File: src/rtl/logic_unit_seq.sv
// Multi-cycle bitwise logic unit: NOT/AND/OR/XOR on WIDTH-bit operands, SLICE bits per cycle.
// Optional feature macro LU_INVB_EN adds an inv_b input that complements operand B (ANDN/ORN/XNOR).
module logic_unit_seq #(
    parameter int WIDTH = 32,
    parameter int SLICE = 8
) (
    input  logic             clock,
    input  logic             reset_n,
    input  logic             in_valid,
    output logic             in_ready,
    input  logic [1:0]       op,
    input  logic [WIDTH-1:0] data_a,
    input  logic [WIDTH-1:0] data_b,
`ifdef LU_INVB_EN
    input  logic             inv_b,
`endif
    output logic             out_valid,
    input  logic             out_ready,
    output logic [WIDTH-1:0] result,
    output logic             zero,
    output logic             busy
);

    localparam int NSLICE = WIDTH / SLICE;
    localparam int CW     = (NSLICE > 1) ? $clog2(NSLICE) : 1;
    localparam logic [CW-1:0] LAST = CW'(NSLICE - 1);

    generate
        if (WIDTH < 1 || SLICE < 1 || (WIDTH % SLICE) != 0) begin : g_bad_cfg
            $error("logic_unit_seq: WIDTH must be >=1 and a multiple of SLICE");
        end
    endgenerate

    typedef enum logic [1:0] {
        S_IDLE = 2'b00,
        S_BUSY = 2'b01,
        S_DONE = 2'b10
    } state_t;

    state_t           r_state;
    state_t           w_state_nxt;
    logic [CW-1:0]    r_cnt;
    logic [WIDTH-1:0] r_a;
    logic [WIDTH-1:0] r_b;
    logic [1:0]       r_op;
    logic [WIDTH-1:0] r_result;
    logic             r_zero;

    logic [31:0]      w_shamt;
    logic [SLICE-1:0] w_a_sl;
    logic [SLICE-1:0] w_b_sl;
    logic [SLICE-1:0] w_res_sl;
    logic [WIDTH-1:0] w_next_result;
    logic             w_last;
    logic             w_accept;

    function automatic logic [SLICE-1:0] f_slice(input logic [1:0]       op_i,
                                                 input logic [SLICE-1:0] a_i,
                                                 input logic [SLICE-1:0] b_i);
        case (op_i)
            2'b00:   return ~a_i;
            2'b01:   return a_i & b_i;
            2'b10:   return a_i | b_i;
            default: return a_i ^ b_i;
        endcase
    endfunction

`ifdef LU_INVB_EN
    logic r_inv_b;
    assign w_b_sl = r_inv_b ? ~SLICE'(r_b >> w_shamt) : SLICE'(r_b >> w_shamt);
`else
    assign w_b_sl = SLICE'(r_b >> w_shamt);
`endif

    assign w_shamt  = 32'(r_cnt) * SLICE;
    assign w_a_sl   = SLICE'(r_a >> w_shamt);
    assign w_res_sl = f_slice(r_op, w_a_sl, w_b_sl);
    assign w_last   = (r_cnt == LAST);
    assign w_accept = (r_state == S_IDLE) && in_valid;
    // Result is cleared on accept, so OR-ing the shifted slice in leaves other bits untouched.
    assign w_next_result = r_result | (WIDTH'(w_res_sl) << w_shamt);

    always_comb begin
        w_state_nxt = r_state;
        in_ready    = 1'b0;
        busy        = 1'b0;
        out_valid   = 1'b0;
        case (r_state)
            S_IDLE: begin
                in_ready = 1'b1;
                if (in_valid) w_state_nxt = S_BUSY;
            end
            S_BUSY: begin
                busy = 1'b1;
                if (w_last) w_state_nxt = S_DONE;
            end
            S_DONE: begin
                out_valid = 1'b1;
                if (out_ready) w_state_nxt = S_IDLE;
            end
            default: w_state_nxt = S_IDLE;
        endcase
    end

    always_ff @(posedge clock) begin
        if (!reset_n) r_state <= S_IDLE;
        else          r_state <= w_state_nxt;
    end

    always_ff @(posedge clock) begin
        if (!reset_n) begin
            r_cnt    <= '0;
            r_a      <= '0;
            r_b      <= '0;
            r_op     <= '0;
            r_result <= '0;
            r_zero   <= 1'b0;
`ifdef LU_INVB_EN
            r_inv_b  <= 1'b0;
`endif
        end else if (w_accept) begin
            r_cnt    <= '0;
            r_a      <= data_a;
            r_b      <= data_b;
            r_op     <= op;
            r_result <= '0;
            r_zero   <= 1'b0;
`ifdef LU_INVB_EN
            r_inv_b  <= inv_b;
`endif
        end else if (r_state == S_BUSY) begin
            r_result <= w_next_result;
            if (w_last) r_zero <= (w_next_result == '0);
            else        r_cnt  <= r_cnt + 1'b1;
        end
    end

    assign result = r_result;
    assign zero   = r_zero;

endmodule

File: config.mk
export PLATFORM = sky130hd
export DESIGN_NAME = logic_unit_seq
export DESIGN_NICKNAME = d
export VERILOG_FILES = /design/src/rtl/logic_unit_seq.sv
export SDC_FILE = /design/constraint.sdc
export NUM_CORES = 1
export LEC_CHECK = 0
export CAP_MARGIN = 40
export CORE_MARGIN = 4
export CORE_UTILIZATION = 51
export DETAILED_ROUTE_END_ITERATION = 10
export GPL_TIMING_DRIVEN = 0
export HOLD_SLACK_MARGIN = 0.12
export PLACE_DENSITY = 0.81
export SLEW_MARGIN = 20
export SYNTH_ARGS = -nofsm -noshare
export SYNTH_HDL_FRONTEND = slang
export SYNTH_SLANG_ARGS = --single-unit
export TNS_END_PERCENT = 30
File: constraint.sdc
create_clock -name clock -period 3.6 [get_ports clock]
set_clock_uncertainty 0.2 [all_clocks]
set_input_delay 0.9 -clock clock [delete_from_list [all_inputs] [get_ports clock]]
set_output_delay 0.9 -clock clock [all_outputs]
set_load 0.01 [all_outputs]
==> flow_metrics.tcl <==
set metrics [dict create \
    status "completed" \
    synth_ff_type "dfxtp_1" \
    overflow 0 \
    fp.dieW_um 105 \
    wirelength_mm 12.3 \
    die-height_um 105 \
    synth-edff-count 0 \
    place.port_buffers 105 \
    slew_headroom 0.574 \
    drive_gt1_frac 0.0625 \
    preCtsSetupSlack_ps 155 \
    p_leak_nw 2.34 \
    first_global_vias 4249 \
    synthCells 536 \
    insertedDiodeCount 0 \
    cts_tree "done" \
    cp_max_fo 10 \
    max-cap-violations 0 \
    drtIter0Drc 161 \
    finalSetupViolCount 0 \
    cts_buffers 9 \
    route.detailed.drc 0 \
    viasPerCell 5.38 \
    grt_first_pass_wirelength_mm 20.2 \
    dp_hpwl_mm 9.55 \
    finalMaxSlewViolations 0 \
    rrSetupSlack_ps 240 \
    clock_path_buffers 2 \
    yosysTopAreaCell "dfxtp_1" \
    crit_required_ps 3670 \
    rr_startpoint "r_cnt[1]$_SDFFE_PP0P_" \
    hp-class "reg -> reg" \
    rows 34 \
    synth_area_um2 4760 \
    antenna_found_initial 0 \
    synth.distinct_cells 33 \
    wl_per_cell_um 16.1 \
    synth_seq_cells 103 \
    grt_usage 0.231 \
    start_kind "flip-flop" \
    yosysMostFrequentCell "nand2_1" \
    reg2reg_depth 10 \
    r2r_end "zero$_SDFFE_PP0P_" \
    worst_slew_pin_slew_ps 639 \
    synth.area.top_cells "dfxtp_1, nand2_1, a21boi_0" \
    clk_pin_slew_ps 100 \
    cts_sinks 103 \
    fin_crit_sh 0.933 \
    fin_nets 738 \
    vdd_drop_max_mv 0.238 \
    endpoint_kind "flip-flop" \
    syn_to_final_growth_pct 30.1 \
    whs_ps 263 \
    hold_viol_final 0 \
    io_pins 106 \
    vias 4114 \
    core_um2 8890 \
    root_buffer "clkbuf_8" \
    utilization 0.696 \
    drt-pass1-iter-count 4 \
    postRouteAntennaNets 0 \
    synth-async-reset-ratio 0 \
    synth_top_area_frac 0.434 \
    tns_ps 0 \
    holdPathEnd "r_a[31]$_SDFFE_PN0P_" \
    hp-start "r_a[31]$_SDFFE_PN0P_" \
    rsz0062_at_grt "false" \
    max_freq_mhz 298 \
    initial_core_util 0.535 \
    insertion_delay_ps 380 \
    period_minus_slack_ps 3360 \
    fp.dieArea_um2 10900 \
    synthTopCellsByCount "nand2_1, dfxtp_1, nor2_1" \
    critPathArrivalTime_ps 3430 \
    p_per_area_nw_per_um2 407 \
    synth.net_count 623 \
    setup_ws_ps 240 \
    gp_congestion 0.846 \
    critical_path_class "reg -> reg" \
    grt_max_degree 19 \
    synth_area_per_cell_um2 8.87 \
    nFillCells 693 \
    h-tree-depth 3 \
    hold_path_depth 2 \
    yosysSeqAreaShare 0.434 \
    yosysWarnings 0 \
]
==> cells in the final DEF (no fill, tap or decap), types with 17 or more instances in the layout <==
cell type        Yosys  final
o21a_1              17     17
a21boi_0            67     67
nor2_1              68     68
nand2_1            137    137
dfxtp_1            103    103
clkbuf_1            27     26
mux4_2              19     19
inv_1               34     34
clkdlybuf4s50_1      0    105
ha_1                17     17
==> area by class of cell <==
class                   count  area (µm²)  area share
clock buffers               9         124      0.0200
multi-input cells         366        2420       0.391
clock inverters             7         125      0.0202
well taps                 108         135      0.0218
repair buffers            105        1050       0.170
inverters                  34         128      0.0206
flip-flops and latches    103        2060       0.333
plain buffers              32         145      0.0235
==> state kept, by name, indices dropped and copies added, names as in the netlist <==
register  flops
r_a          32
r_b          32
result       32
r_cnt         2
r_op          2
r_state       2
zero          1
==> kinds of logic (layout without fill, tap and decap cells) <==
group,count (synthesis),in the layout,share of synthesized area
and+or+nand+nor,233,233,0.199
DFF,103,103,0.434
AOI/OAI and AO/OA,91,91,0.145
buffers and inverters,67,187,0.0581
muxes,24,24,0.118
adders and majority gates,17,17,0.0447
xor gates and xnor gates,1,1,0.00184
==> what timing repair did <==
item	in CTS	in global routing
gates resized for setup	0	0
setup buffers	0	0
hold buffers	0	0
setup endpoints to repair	0	1
==> stage by stage <==
stage               instances  instance area [µm²]  total power, W
floorplan                 536                 4760         0.00148
global placement          749                 5940         0.00164
detailed placement        749                 5940         0.00166
CTS                       765                 6190         0.00253
global route              764                 6190         0.00262
finish                    764                 6190         0.00252
==> power breakdown <==
part,switching (W),total (W),internal (W),leakage (nW)
Sequential,0.0000322,0.00123,0.00119,0.841
Clock,0.000412,0.000882,0.000470,0.125
Combinational,0.000211,0.000411,0.000201,1.37
==> critical path: stages (launching register included) <==
cell,delay [ps]
dfxtp_1,440
buf_2,300
buf_1,530
mux4_2,350
inv_1,50
ha_1,260
inv_1,30
mux4_2,580
a41oi_2,230
o221a_2,210
o21ai_1,70
==> worst max path at each step <==
stage | start | to | cells after the start
after floorplan | r_cnt[0]$_SDFFE_PP0P_ | zero$_SDFFE_PP0P_ | 11
after global placement | r_cnt[0]$_SDFFE_PP0P_ | zero$_SDFFE_PP0P_ | 11
after detailed placement | r_cnt[0]$_SDFFE_PP0P_ | zero$_SDFFE_PP0P_ | 11
after CTS | r_cnt[0]$_SDFFE_PP0P_ | zero$_SDFFE_PP0P_ | 11
after global routing | r_cnt[1]$_SDFFE_PP0P_ | zero$_SDFFE_PP0P_ | 10
final | r_cnt[1]$_SDFFE_PP0P_ | zero$_SDFFE_PP0P_ | 10
==> per-layer routing <==
metal,global-route usage,up-vias,part of all wire
met5,0,-,0
met2,0.411,153,0.50
met3,0.0629,21,0.079
met1,0.269,1935,0.40
li1,-,2005,-
met4,0.0750,0,0.017
Note: power is estimated with default switching activity, not from simulation.
==> edit, RTL diff (same flow settings) <==
The option `LU_INVB_EN` is turned on by a define.
--- a/src/rtl/logic_unit_seq.sv
+++ b/src/rtl/logic_unit_seq.sv
@@ -1,4 +1,6 @@
 // Multi-cycle bitwise logic unit: NOT/AND/OR/XOR on WIDTH-bit operands, SLICE bits per cycle.
 // Optional feature macro LU_INVB_EN adds an inv_b input that complements operand B (ANDN/ORN/XNOR).
+`define LU_INVB_EN
+
 module logic_unit_seq #(
     parameter int WIDTH = 32,
Ports: changed (added inv_b); port bits go from 106 to 107. No check against the original RTL was run, so the function may have changed too.
==> edit against the original RTL <==
- sequential share of layout area shrank 0.17 points
- sequential cell count is 1 higher
- total power down 4.2%
- worst setup slack got worse by 0.091 ns
- synthesized cell count up 5.2%
- cell count grew 6.2%
- maximum frequency shrank 2.6%
- area after synthesis grew 2.4%
- final area is 1.5% higher
- core utilization decreased by 2.0 points
- routed wire length grew 3.5%
- critical path depth grew 2
- die area is 2.2% higher
- critical path type unchanged
==> edit: results (changes against the original RTL) <==
Parameter                              Value

Global route
  Met2 layer usage reported by global route ... 0.410 (-0.00115)
  Maximum number of pins on one net before global-route repair ... 20 (+1)
  Number of global-route vias before repair ... 4427 (+4.2%)
  Wire length of the first global-routing pass ... 20.8 mm (+3.0%)
  Number of antenna violations at the first check in global routing ... 0 (unchanged)
  Met1 Track Usage GR ... 0.277 (+0.00843)
  Met3 demand-to-capacity share in global routing ... 0.0416 (-0.0212)
  Total routing resource utilization after global routing ... 0.233 (+0.00210)

Drt
  Avg Vias per Cell ... 5.36 (-0.53%)
  Initial detailed-routing violation count ... 199 (+24%)
  Routed length per placed instance ... 15.7 um (-2.5%)
  Total iterations of the first detailed-routing run ... 5 (+1)
  Vias after detailed routing ... 4344 (+5.6%)

Placement
  Port Buffer Count ... 105 (unchanged)
  Sum of net half-perimeters after detailed placement ... 9.94 mm (+4.1%)
  Cell total after placement ... 798 (+6.5%)
  Placer's final routability congestion estimate ... 0.864 (+2.2%)

CTS
  CTS max path bufs ... 2 (unchanged)
  H-tree levels ... 3 (unchanged)
  Postcts setup bufs ... 0 (unchanged)
  Root Buffer ... clkbuf_8
  Worst skew pair latency ... 0.36 ns (-0.02 ns)
  Clock input transition at the sequential cells of the worst setup and hold paths ... 0.09 ns
  Total CTS buffers ... 9 (unchanged)

Power
  Worst supply voltage drop on vdd ... 0.177 mV (-26%)
  Leakage power of the design ... 2.41 nW (+2.9%)

Critical path
  Highest-delay cell along the critical path ... mux4_2
  Maximum fanout along the worst path ... 10 (unchanged)
  CP peak stage delay ... 0.58 ns (about the same)
  Critical path arrival ... 3.51 ns (+0.08 ns)

Final layout
  Layout cell share with drive strength beyond 1 ... 0.0528 (-0.00971)
  Net count of the finished layout ... 767 (+3.9%)
  Number of antenna repair diodes ... 0 (unchanged)

Timing
  Slew at the pin closest to its max-slew limit ... 0.773 ns (+0.134 ns)

Logic synthesis
  Synthesis Warnings ... 0 (unchanged)
  Synthesized area divided by synthesized cell count ... 8.63 um^2 (-2.7%)
  Flip-flop cell with the highest count after synthesis ... dfxtp_1
  Top cell types by occurrence after synthesis ... nand2_1 (142), dfxtp_1 (104), nor2_1 (79), a21boi_0 (68), inv_1 (33)
  Net count of the mapped netlist ... 652 (+4.7%)
  Asr flop ratio synth ... 0 (unchanged)
  Sequential-to-total area share from yosys stat ... 0.428 (-0.00592)
  Leading post-synthesis cells by cell area ... dfxtp_1 (43%), nand2_1 (11%), a21boi_0 (10%)
  Library cells used by synthesis ... 36 (+9.1%)

Status
  Outcome ... finished clean

Worst hold path
  Hold/Removal Path Class ... register to register
## edit: cell count changes in the layout (fill, tap and decap cells not counted), sizes merged, moves of 3 or more
cell,unedited run,this run
nand3,8,2
xor2,0,8
a21oi,1,17
nor2,68,79
inv,37,34
o21a,17,1
nor4,6,9
nand2,137,142
## edit: power by group
group	total (W)	switching [W]	internal [W]
clock network	0.000720	0.000383	0.000337
registers	0.00124	0.0000338	0.00121
logic	0.000454	0.000240	0.000214
## edit: stage by stage
| stage | setup slack, ns | utilization | instance area (um^2) |
|---|---|---|---|
| finish | 0.149 | 0.676 | 6280 |
| global placement | -0.316 | 0.655 | 6080 |
| global route | -0.00666 | 0.676 | 6280 |
| CTS | 0.0668 | 0.676 | 6270 |
| detailed placement | -0.348 | 0.655 | 6080 |
| floorplan | 0.290 | - | 4870 |
## edit: cells by family (layout without fill, tap and decap cells)
family,after synthesis,after routing,synth area share
AND/OR/NAND/NOR,249,249,0.205
flip-flops,104,104,0.428
buffers and inverters,67,185,0.0535
AO/OA/AOI/OAI,95,95,0.142
adder cells (fa/ha/maj),17,17,0.0437
XOR/XNOR,9,9,0.0162
multiplexers,23,23,0.112
## edit: layout make-up
class	count	area (um^2)
fill	767	3010
multi-input combinational	393	2530
sequential	104	2080
timing repair buffer	105	1050
tap	129	161
buffer	33	141
clock buffer	10	138
inverter	33	124
clock inverter	4	55.1
## edit: what timing repair did
action / 4_1_cts / 5_1_grt
gates cloned: 0 / 0
pin swaps: 0 / 0
gates resized for setup: 2 / 4
setup endpoints to repair: 19 / 1
## edit: per-layer routing
layer | part of all wire | wire length [um]
met1 | 0.40 | 5150
met2 | 0.50 | 6320
met3 | 0.071 | 907
met4 | 0.030 | 387
met5 | 0 | 0
## edit: worst max-delay path, delay by kind of cell (launching register included)
| kind | cells | cell delay [ns] |
|---|---|---|
| flops | 1 | 0.48 |
| compound gates | 4 | 0.50 |
| mux | 2 | 0.92 |
| fa+ha+maj | 1 | 0.28 |
| xor+xnor | 1 | 0.27 |
| buf+inv | 4 | 0.68 |
## edit: worst paths after layout
kind                               start      end  slack (ns)  depth (start not counted)
worst max-delay path            r_cnt[1]     zero        0.15                         12
worst min-delay path             r_b[21]  r_b[21]        0.27                          2
worst max register to register  r_cnt[1]     zero        0.15                         12
worst min register to register   r_b[21]  r_b[21]        0.27                          2
